==> src/rtl/call_stack_pkg.sv <==
// Shared constants for the call_stack return-address stack: default sizes,
// occupancy-counter width derivation and the per-cycle operation encoding.
package call_stack_pkg;

  localparam int CS_ADDR_W = 12;
  localparam int CS_DEPTH  = 31;
  // One spare bit above what 0..DEPTH needs, so count+1 is never truncated.
  localparam int CS_PTR_W  = $clog2(CS_DEPTH + 1) + 1;

  typedef enum logic [1:0] {
    OP_IDLE    = 2'd0,
    OP_PUSH    = 2'd1,
    OP_POP     = 2'd2,
    OP_REPLACE = 2'd3
  } op_e;

endpackage

==> src/rtl/call_stack_mem.sv <==
// DEPTH x ADDR_W register file for the call stack: one synchronous write
// port, one asynchronous read port, contents never reset.
module call_stack_mem
  import call_stack_pkg::*;
#(
  parameter int ADDR_W = CS_ADDR_W,
  parameter int DEPTH  = CS_DEPTH,
  parameter int IDX_W  = $clog2(CS_DEPTH)
) (
  input  logic              clk,
  input  logic              i_we,
  input  logic [IDX_W-1:0]  i_waddr,
  input  logic [ADDR_W-1:0] i_wdata,
  input  logic [IDX_W-1:0]  i_raddr,
  output logic [ADDR_W-1:0] o_rdata
);

  logic [ADDR_W-1:0] r_mem [DEPTH];

  always_ff @(posedge clk) begin
    if (i_we) begin
      r_mem[i_waddr] <= i_wdata;
    end
  end

  assign o_rdata = r_mem[i_raddr];

endmodule

==> src/rtl/call_stack.sv <==
// Return-address stack feeding the next-PC mux. Optional macro
// CALL_STACK_WRAP_EN selects circular (overwrite-oldest) mode on overflow.
module call_stack
  import call_stack_pkg::*;
#(
  parameter int ADDR_W = CS_ADDR_W,
  parameter int DEPTH  = CS_DEPTH,
  parameter int PTR_W  = CS_PTR_W
) (
  input  logic              clk,
  input  logic              reset,
  input  logic              stk_push,
  input  logic              stk_pop,
  input  logic [ADDR_W-1:0] stk_push_addr,
  output logic [ADDR_W-1:0] stk_top,
  output logic [PTR_W-1:0]  stk_count,
  output logic              stk_empty,
  output logic              stk_full,
  output logic              stk_overflow,
  output logic              stk_underflow
);

  localparam int IDX_W = $clog2(DEPTH);
  localparam logic [PTR_W-1:0] DEPTH_P = PTR_W'(DEPTH);
  localparam logic [PTR_W-1:0] ONE_P   = PTR_W'(1);
  localparam logic [PTR_W-1:0] TWO_P   = PTR_W'(2);

  logic [PTR_W-1:0]  r_count;
  logic [ADDR_W-1:0] r_top;
  logic              r_ovf;
  logic              r_unf;

  op_e               w_op;
  logic              w_empty;
  logic              w_full;
  logic              w_we;
  logic [IDX_W-1:0]  w_waddr;
  logic [IDX_W-1:0]  w_raddr;
  logic [PTR_W-1:0]  w_rlog;
  logic [ADDR_W-1:0] w_rdata;
  logic [IDX_W-1:0]  w_base;

  // Map a logical stack index (0 = oldest) onto a storage slot, folding the
  // base-pointer offset back into 0..DEPTH-1 without a modulo operator.
  function automatic logic [IDX_W-1:0] phys_idx(input logic [IDX_W-1:0] base,
                                                input logic [PTR_W-1:0] lidx);
    logic [PTR_W:0] sum;
    sum = (PTR_W + 1)'(base) + {1'b0, lidx};
    if (sum >= {1'b0, DEPTH_P}) begin
      sum = sum - {1'b0, DEPTH_P};
    end
    return sum[IDX_W-1:0];
  endfunction

`ifdef CALL_STACK_WRAP_EN
  logic [IDX_W-1:0] r_base;

  function automatic logic [IDX_W-1:0] base_inc(input logic [IDX_W-1:0] base);
    return (base == IDX_W'(DEPTH - 1)) ? '0 : base + IDX_W'(1);
  endfunction

  assign w_base = r_base;
`else
  assign w_base = '0;
`endif

  assign w_empty = (r_count == '0);
  assign w_full  = (r_count == DEPTH_P);

  // A simultaneous push/pop on an empty stack degenerates to a plain push.
  always_comb begin
    w_op = OP_IDLE;
    if (stk_push && stk_pop) begin
      w_op = w_empty ? OP_PUSH : OP_REPLACE;
    end else if (stk_push) begin
      w_op = OP_PUSH;
    end else if (stk_pop) begin
      w_op = OP_POP;
    end
  end

  always_comb begin
    w_we    = 1'b0;
    w_waddr = '0;
    case (w_op)
      OP_PUSH: begin
        if (!w_full) begin
          w_we    = 1'b1;
          w_waddr = phys_idx(w_base, r_count);
        end
`ifdef CALL_STACK_WRAP_EN
        else begin
          // Slot at the base pointer holds the oldest entry; reuse it.
          w_we    = 1'b1;
          w_waddr = w_base;
        end
`endif
      end
      OP_REPLACE: begin
        w_we    = 1'b1;
        w_waddr = phys_idx(w_base, r_count - ONE_P);
      end
      default: ;
    endcase
    if (reset) begin
      w_we = 1'b0;
    end
  end

  // Entry that becomes the new top after a pop (second from the top).
  assign w_rlog  = (r_count >= TWO_P) ? (r_count - TWO_P) : '0;
  assign w_raddr = phys_idx(w_base, w_rlog);

  call_stack_mem #(
    .ADDR_W (ADDR_W),
    .DEPTH  (DEPTH),
    .IDX_W  (IDX_W)
  ) u_mem (
    .clk     (clk),
    .i_we    (w_we),
    .i_waddr (w_waddr),
    .i_wdata (stk_push_addr),
    .i_raddr (w_raddr),
    .o_rdata (w_rdata)
  );

  always_ff @(posedge clk) begin
    if (reset) begin
      r_count <= '0;
      r_top   <= '0;
      r_ovf   <= 1'b0;
      r_unf   <= 1'b0;
    end else begin
      case (w_op)
        OP_PUSH: begin
          if (!w_full) begin
            r_count <= r_count + ONE_P;
            r_top   <= stk_push_addr;
          end else begin
            r_ovf <= 1'b1;
`ifdef CALL_STACK_WRAP_EN
            r_top <= stk_push_addr;
`endif
          end
        end
        OP_POP: begin
          if (!w_empty) begin
            r_count <= r_count - ONE_P;
            r_top   <= (r_count >= TWO_P) ? w_rdata : '0;
          end else begin
            r_unf <= 1'b1;
          end
        end
        OP_REPLACE: begin
          r_top <= stk_push_addr;
        end
        default: ;
      endcase
    end
  end

`ifdef CALL_STACK_WRAP_EN
  always_ff @(posedge clk) begin
    if (reset) begin
      r_base <= '0;
    end else if (w_op == OP_PUSH && w_full) begin
      r_base <= base_inc(r_base);
    end
  end
`endif

  assign stk_top       = r_top;
  assign stk_count     = r_count;
  assign stk_empty     = w_empty;
  assign stk_full      = w_full;
  assign stk_overflow  = r_ovf;
  assign stk_underflow = r_unf;

endmodule

==> config.mk <==
export PLATFORM = sky130hd
export DESIGN_NAME = call_stack
export DESIGN_NICKNAME = d
export VERILOG_FILES = /design/src/rtl/call_stack_pkg.sv /design/src/rtl/call_stack_mem.sv /design/src/rtl/call_stack.sv
export SDC_FILE = /design/constraint.sdc
export NUM_CORES = 1
export LEC_CHECK = 0
export BUFFER_PORTS_ARGS = -buffer_cell sky130_fd_sc_hd__buf_2
export CELL_PAD_IN_SITES_DETAIL_PLACEMENT = 1
export CELL_PAD_IN_SITES_GLOBAL_PLACEMENT = 2
export CORE_UTILIZATION = 41
export DETAILED_ROUTE_END_ITERATION = 6
export GPL_ROUTABILITY_DRIVEN = 0
export PLACE_DENSITY = 0.75
export RECOVER_POWER = 50
export SLEW_MARGIN = 20
export SYNTH_ARGS = -nofsm -noshare
export SYNTH_HDL_FRONTEND = slang
export SYNTH_SLANG_ARGS = --single-unit
==> constraint.sdc <==
create_clock -name clk -period 3.8 [get_ports clk]
set_clock_uncertainty 0.1 [all_clocks]
set_input_delay 0.19 -clock clk [delete_from_list [all_inputs] [get_ports clk]]
set_output_delay 0.19 -clock clk [all_outputs]
set_load 0.02 [all_outputs]
==> reports/metrics.cfg <==
[detailed_routing]
wirelength_um=53700
drtIter0Drc=900
met1_length_um=22100
wl_met2_um=26300
top_layer=met4
dr_wl_met3_um=3000
drt_first_pass_iters=5
num_vias=11500
routedWlPerCell_um=27.5
postRouteAntennaNets=0
viasPerCell=5.87
drc=0

[logic_synthesis]
yosysSeqAreaShare=0.696
syn-cell-area_mm2=0.0166
ys_warn_count=0
synth_seq_cells=392
async_flop_share=0
synth_ff_type=edfxtp_1
synth_cell_types=82
synthesis.nets=1244
synth_edf_count=372
avgSynthCellArea_um2=13.6
synth_cells=1221

[floorplan]
fp.dieH_um=203
dieArea_mm2=0.0413
core_area_mm2=0.0398
rows=73
ios=38
initial_utilization=0.417
chipWidth_um=203

[sta]
fin_crit_ns=3.67
setup_viol=0
relSlewSlack=-0.282
hold_viol_final=0
drv_slew=396
setup_ws_ns=0.134
hold_slack_ns=0.192
max_freq_ghz=0.273
worstMarginPinSlew_ns=1.92
period_share=0.965

[placed_design]
dpl.hpwl_um=34800
numPlacedInstances=1863
place_area_mm2=0.0184
port_buffers=37
dp_slack_ns=0.00679

[global_routing]
grt_use_total=0.254
grt_max_degree=45
grt_pass1_vias=11700
antenna_found_initial=2
grt_overflow=0
grt_pass1_wl_um=75700

[cells_and_area]
multi_input_area_mm2=0.00483
seqCellArea_mm2=0.0116
fillCellCount=4009
drive_gt1_frac=0.219
fin_cells=1952
final_cell_area_mm2=0.0202
diodes=0
area_growth_pct=21.3
layout.nets=1422

[worst_setup_path]
crit_top_cell=buf_4
slowest_delay_ns=0.47
worstPathArrival_ns=4.05
cp_num_buf_inv=4
path_cells=inv_1 -> ha_2 -> or4_4 -> nor2_4 -> nor2_1 -> ha_2 -> and2_1 -> o21ai_0 -> o2bb2ai_1 -> buf_4 -> nor2_4 -> buf_4 -> nand2_1 -> and3_1 -> a2111oi_1 -> buf_4 -> nor3_1 -> a31oi_1
crit_required_ns=4.19
worstSetupStartpointType=flip-flop
crit_fanout=8
critical_path_class=flip-flop to flip-flop
cpLargestDelayFamily=simple AND/OR/NAND/NOR gates
r2r_setup_slack_ns=0.13
end_kind=flip-flop
cp_slowest_cell=a2111oi_1

[status]
status=complete, but fails checks
violations=max-capacitance violations, max-slew violations

[worst_hold_path]
hp-class=primary input to flip-flop

[flow_run]
maxCapViolCount=12

[clock_network]
cts_tree=yes
cts_buffers=42
cts.path.max_buffers=3
htreeDepth=2
cts.sinks=392
clock_latency_ns=0.56
path_clk_slew_ns=0.06
root_buffer=clkbuf_16

[pwr]
p_comb_frac=0.567
switching_share=0.430
switching_power_mw=8.94
power_density_mw_per_mm2=1030
sequentialPowerShare=0.239
p_int_mw=11.9
p_leak_nw=6.89
pwr-share-clk=0.194
ir_drop_v=0.000577

-- power by group through the flow --
stage,combinational (mW),sequential [mW],clock (mW)
2_1_floorplan,5.81,5.08,0
3_3_place_gp,10.5,5.05,0
3_5_place_dp,10.6,5.06,0
4_1_cts,10.6,4.97,4.08
5_1_grt,12.4,4.98,4.24
6_report,11.8,4.98,4.03
-- stage by stage --
step                       util  setup TNS [ns]  power (mW)
after floorplan               -           -7.80        10.9
after global placement    0.462               0        15.5
after detailed placement  0.462               0        15.6
after CTS                 0.496               0        19.7
after global routing      0.506         -0.0785        21.6
final                     0.506               0        20.8
-- cells by family (layout without fill, tap and decap cells) --
group | count (synthesis) | count (layout) | synth area share
adders and majority gates | 7 | 7 | 0.00527
and+or+nand+nor | 416 | 418 | 0.112
AOI/OAI and AO/OA | 253 | 253 | 0.109
buffers and inverters | 76 | 280 | 0.0270
muxes | 64 | 64 | 0.0414
xor gates and xnor gates | 13 | 13 | 0.00843
DFF | 392 | 392 | 0.696
-- cells in the mapped netlist (13+ instances only) --
cell type  instances  share of area
nor2_1            79          0.018
edfxtp_1         372           0.67
o22ai_1           14         0.0053
clkbuf_1          13         0.0029
nand3_1           55          0.017
a21oi_1           76          0.023
a31oi_1           36          0.014
o21ai_0           21         0.0063
mux2i_1           53          0.032
and3_1            15         0.0056
nand2_1          210          0.047
dfxtp_1           20          0.024
buf_2             31         0.0093
-- cells in the final DEF (no fill, tap or decap), types with 13 or more instances in the layout --
| cell type | Yosys | final |
|---|---|---|
| dfxtp_1 | 20 | 18 |
| a31oi_1 | 36 | 34 |
| and3_1 | 15 | 13 |
| buf_4 | 9 | 133 |
| o22ai_1 | 14 | 14 |
| o21ai_0 | 21 | 20 |
| mux2i_1 | 53 | 53 |
| nand3_1 | 55 | 53 |
| clkbuf_1 | 13 | 31 |
| buf_12 | 0 | 18 |
| clkbuf_16 | 0 | 49 |
| nand2_1 | 210 | 209 |
| nor2_1 | 79 | 73 |
| edfxtp_1 | 372 | 372 |
| a21oi_1 | 76 | 73 |
-- worst register-to-register path, cell delays in order, from the launching register on --
cell and delay [ns]:
dfxtp_2 0.33, inv_1 0.05, ha_2 0.20, or4_4 0.44, nor2_4 0.10, nor2_1 0.05, ha_2 0.18, and2_1 0.17
o21ai_0 0.08, o2bb2ai_1 0.14, buf_4 0.17, nor2_4 0.24, buf_4 0.24, nand2_1 0.08, and3_1 0.17, a2111oi_1 0.47
buf_4 0.19, nor3_1 0.04, a31oi_1 0.18
-- repair_timing --
| item | in CTS | in global routing |
|---|---|---|
| gates cloned | 0 | 9 |
| buffers inserted | 0 | 6 |
| resized for setup | 1 | 47 |
| pin swaps | 0 | 13 |
| hold buffers | 2 | 0 |
| endpoints found under the hold margin | 2 | 0 |
| setup endpoints to repair | 4 | 41 |
-- sequential cells by signal, indices dropped and copies added, names as in the netlist --
name	count
stk_count	6
stk_underflow	1
u_mem.r_mem	372
stk_top	12
stk_overflow	1
-- final cells by class --
type                    count  area share
flip-flops and latches    392       0.574
multi-input cells         755       0.240
repair buffers            202      0.0864
clock buffers              49      0.0555
well taps                 525      0.0326
clock inverters            23      0.0106
inverters                   6     0.00112
-- metal layers --
| layer | global-route usage | up-vias |
|---|---|---|
| met5 | 0 | - |
| met4 | 0.111 | 0 |
| met3 | 0.0307 | 120 |
| met2 | 0.432 | 429 |
| met1 | 0.327 | 5873 |
| li1 | - | 5030 |
-- path summary, 6_finish.rpt --
path,startpoint,endpoint,cells past startpoint
max,stk_count[0],stk_top[0],18
min,stk_pop,stk_underflow,4
max reg2reg,stk_count[0],stk_top[0],18
min reg2reg,stk_underflow,stk_underflow,2
No activity file was read; power rests on OpenSTA's default activity.
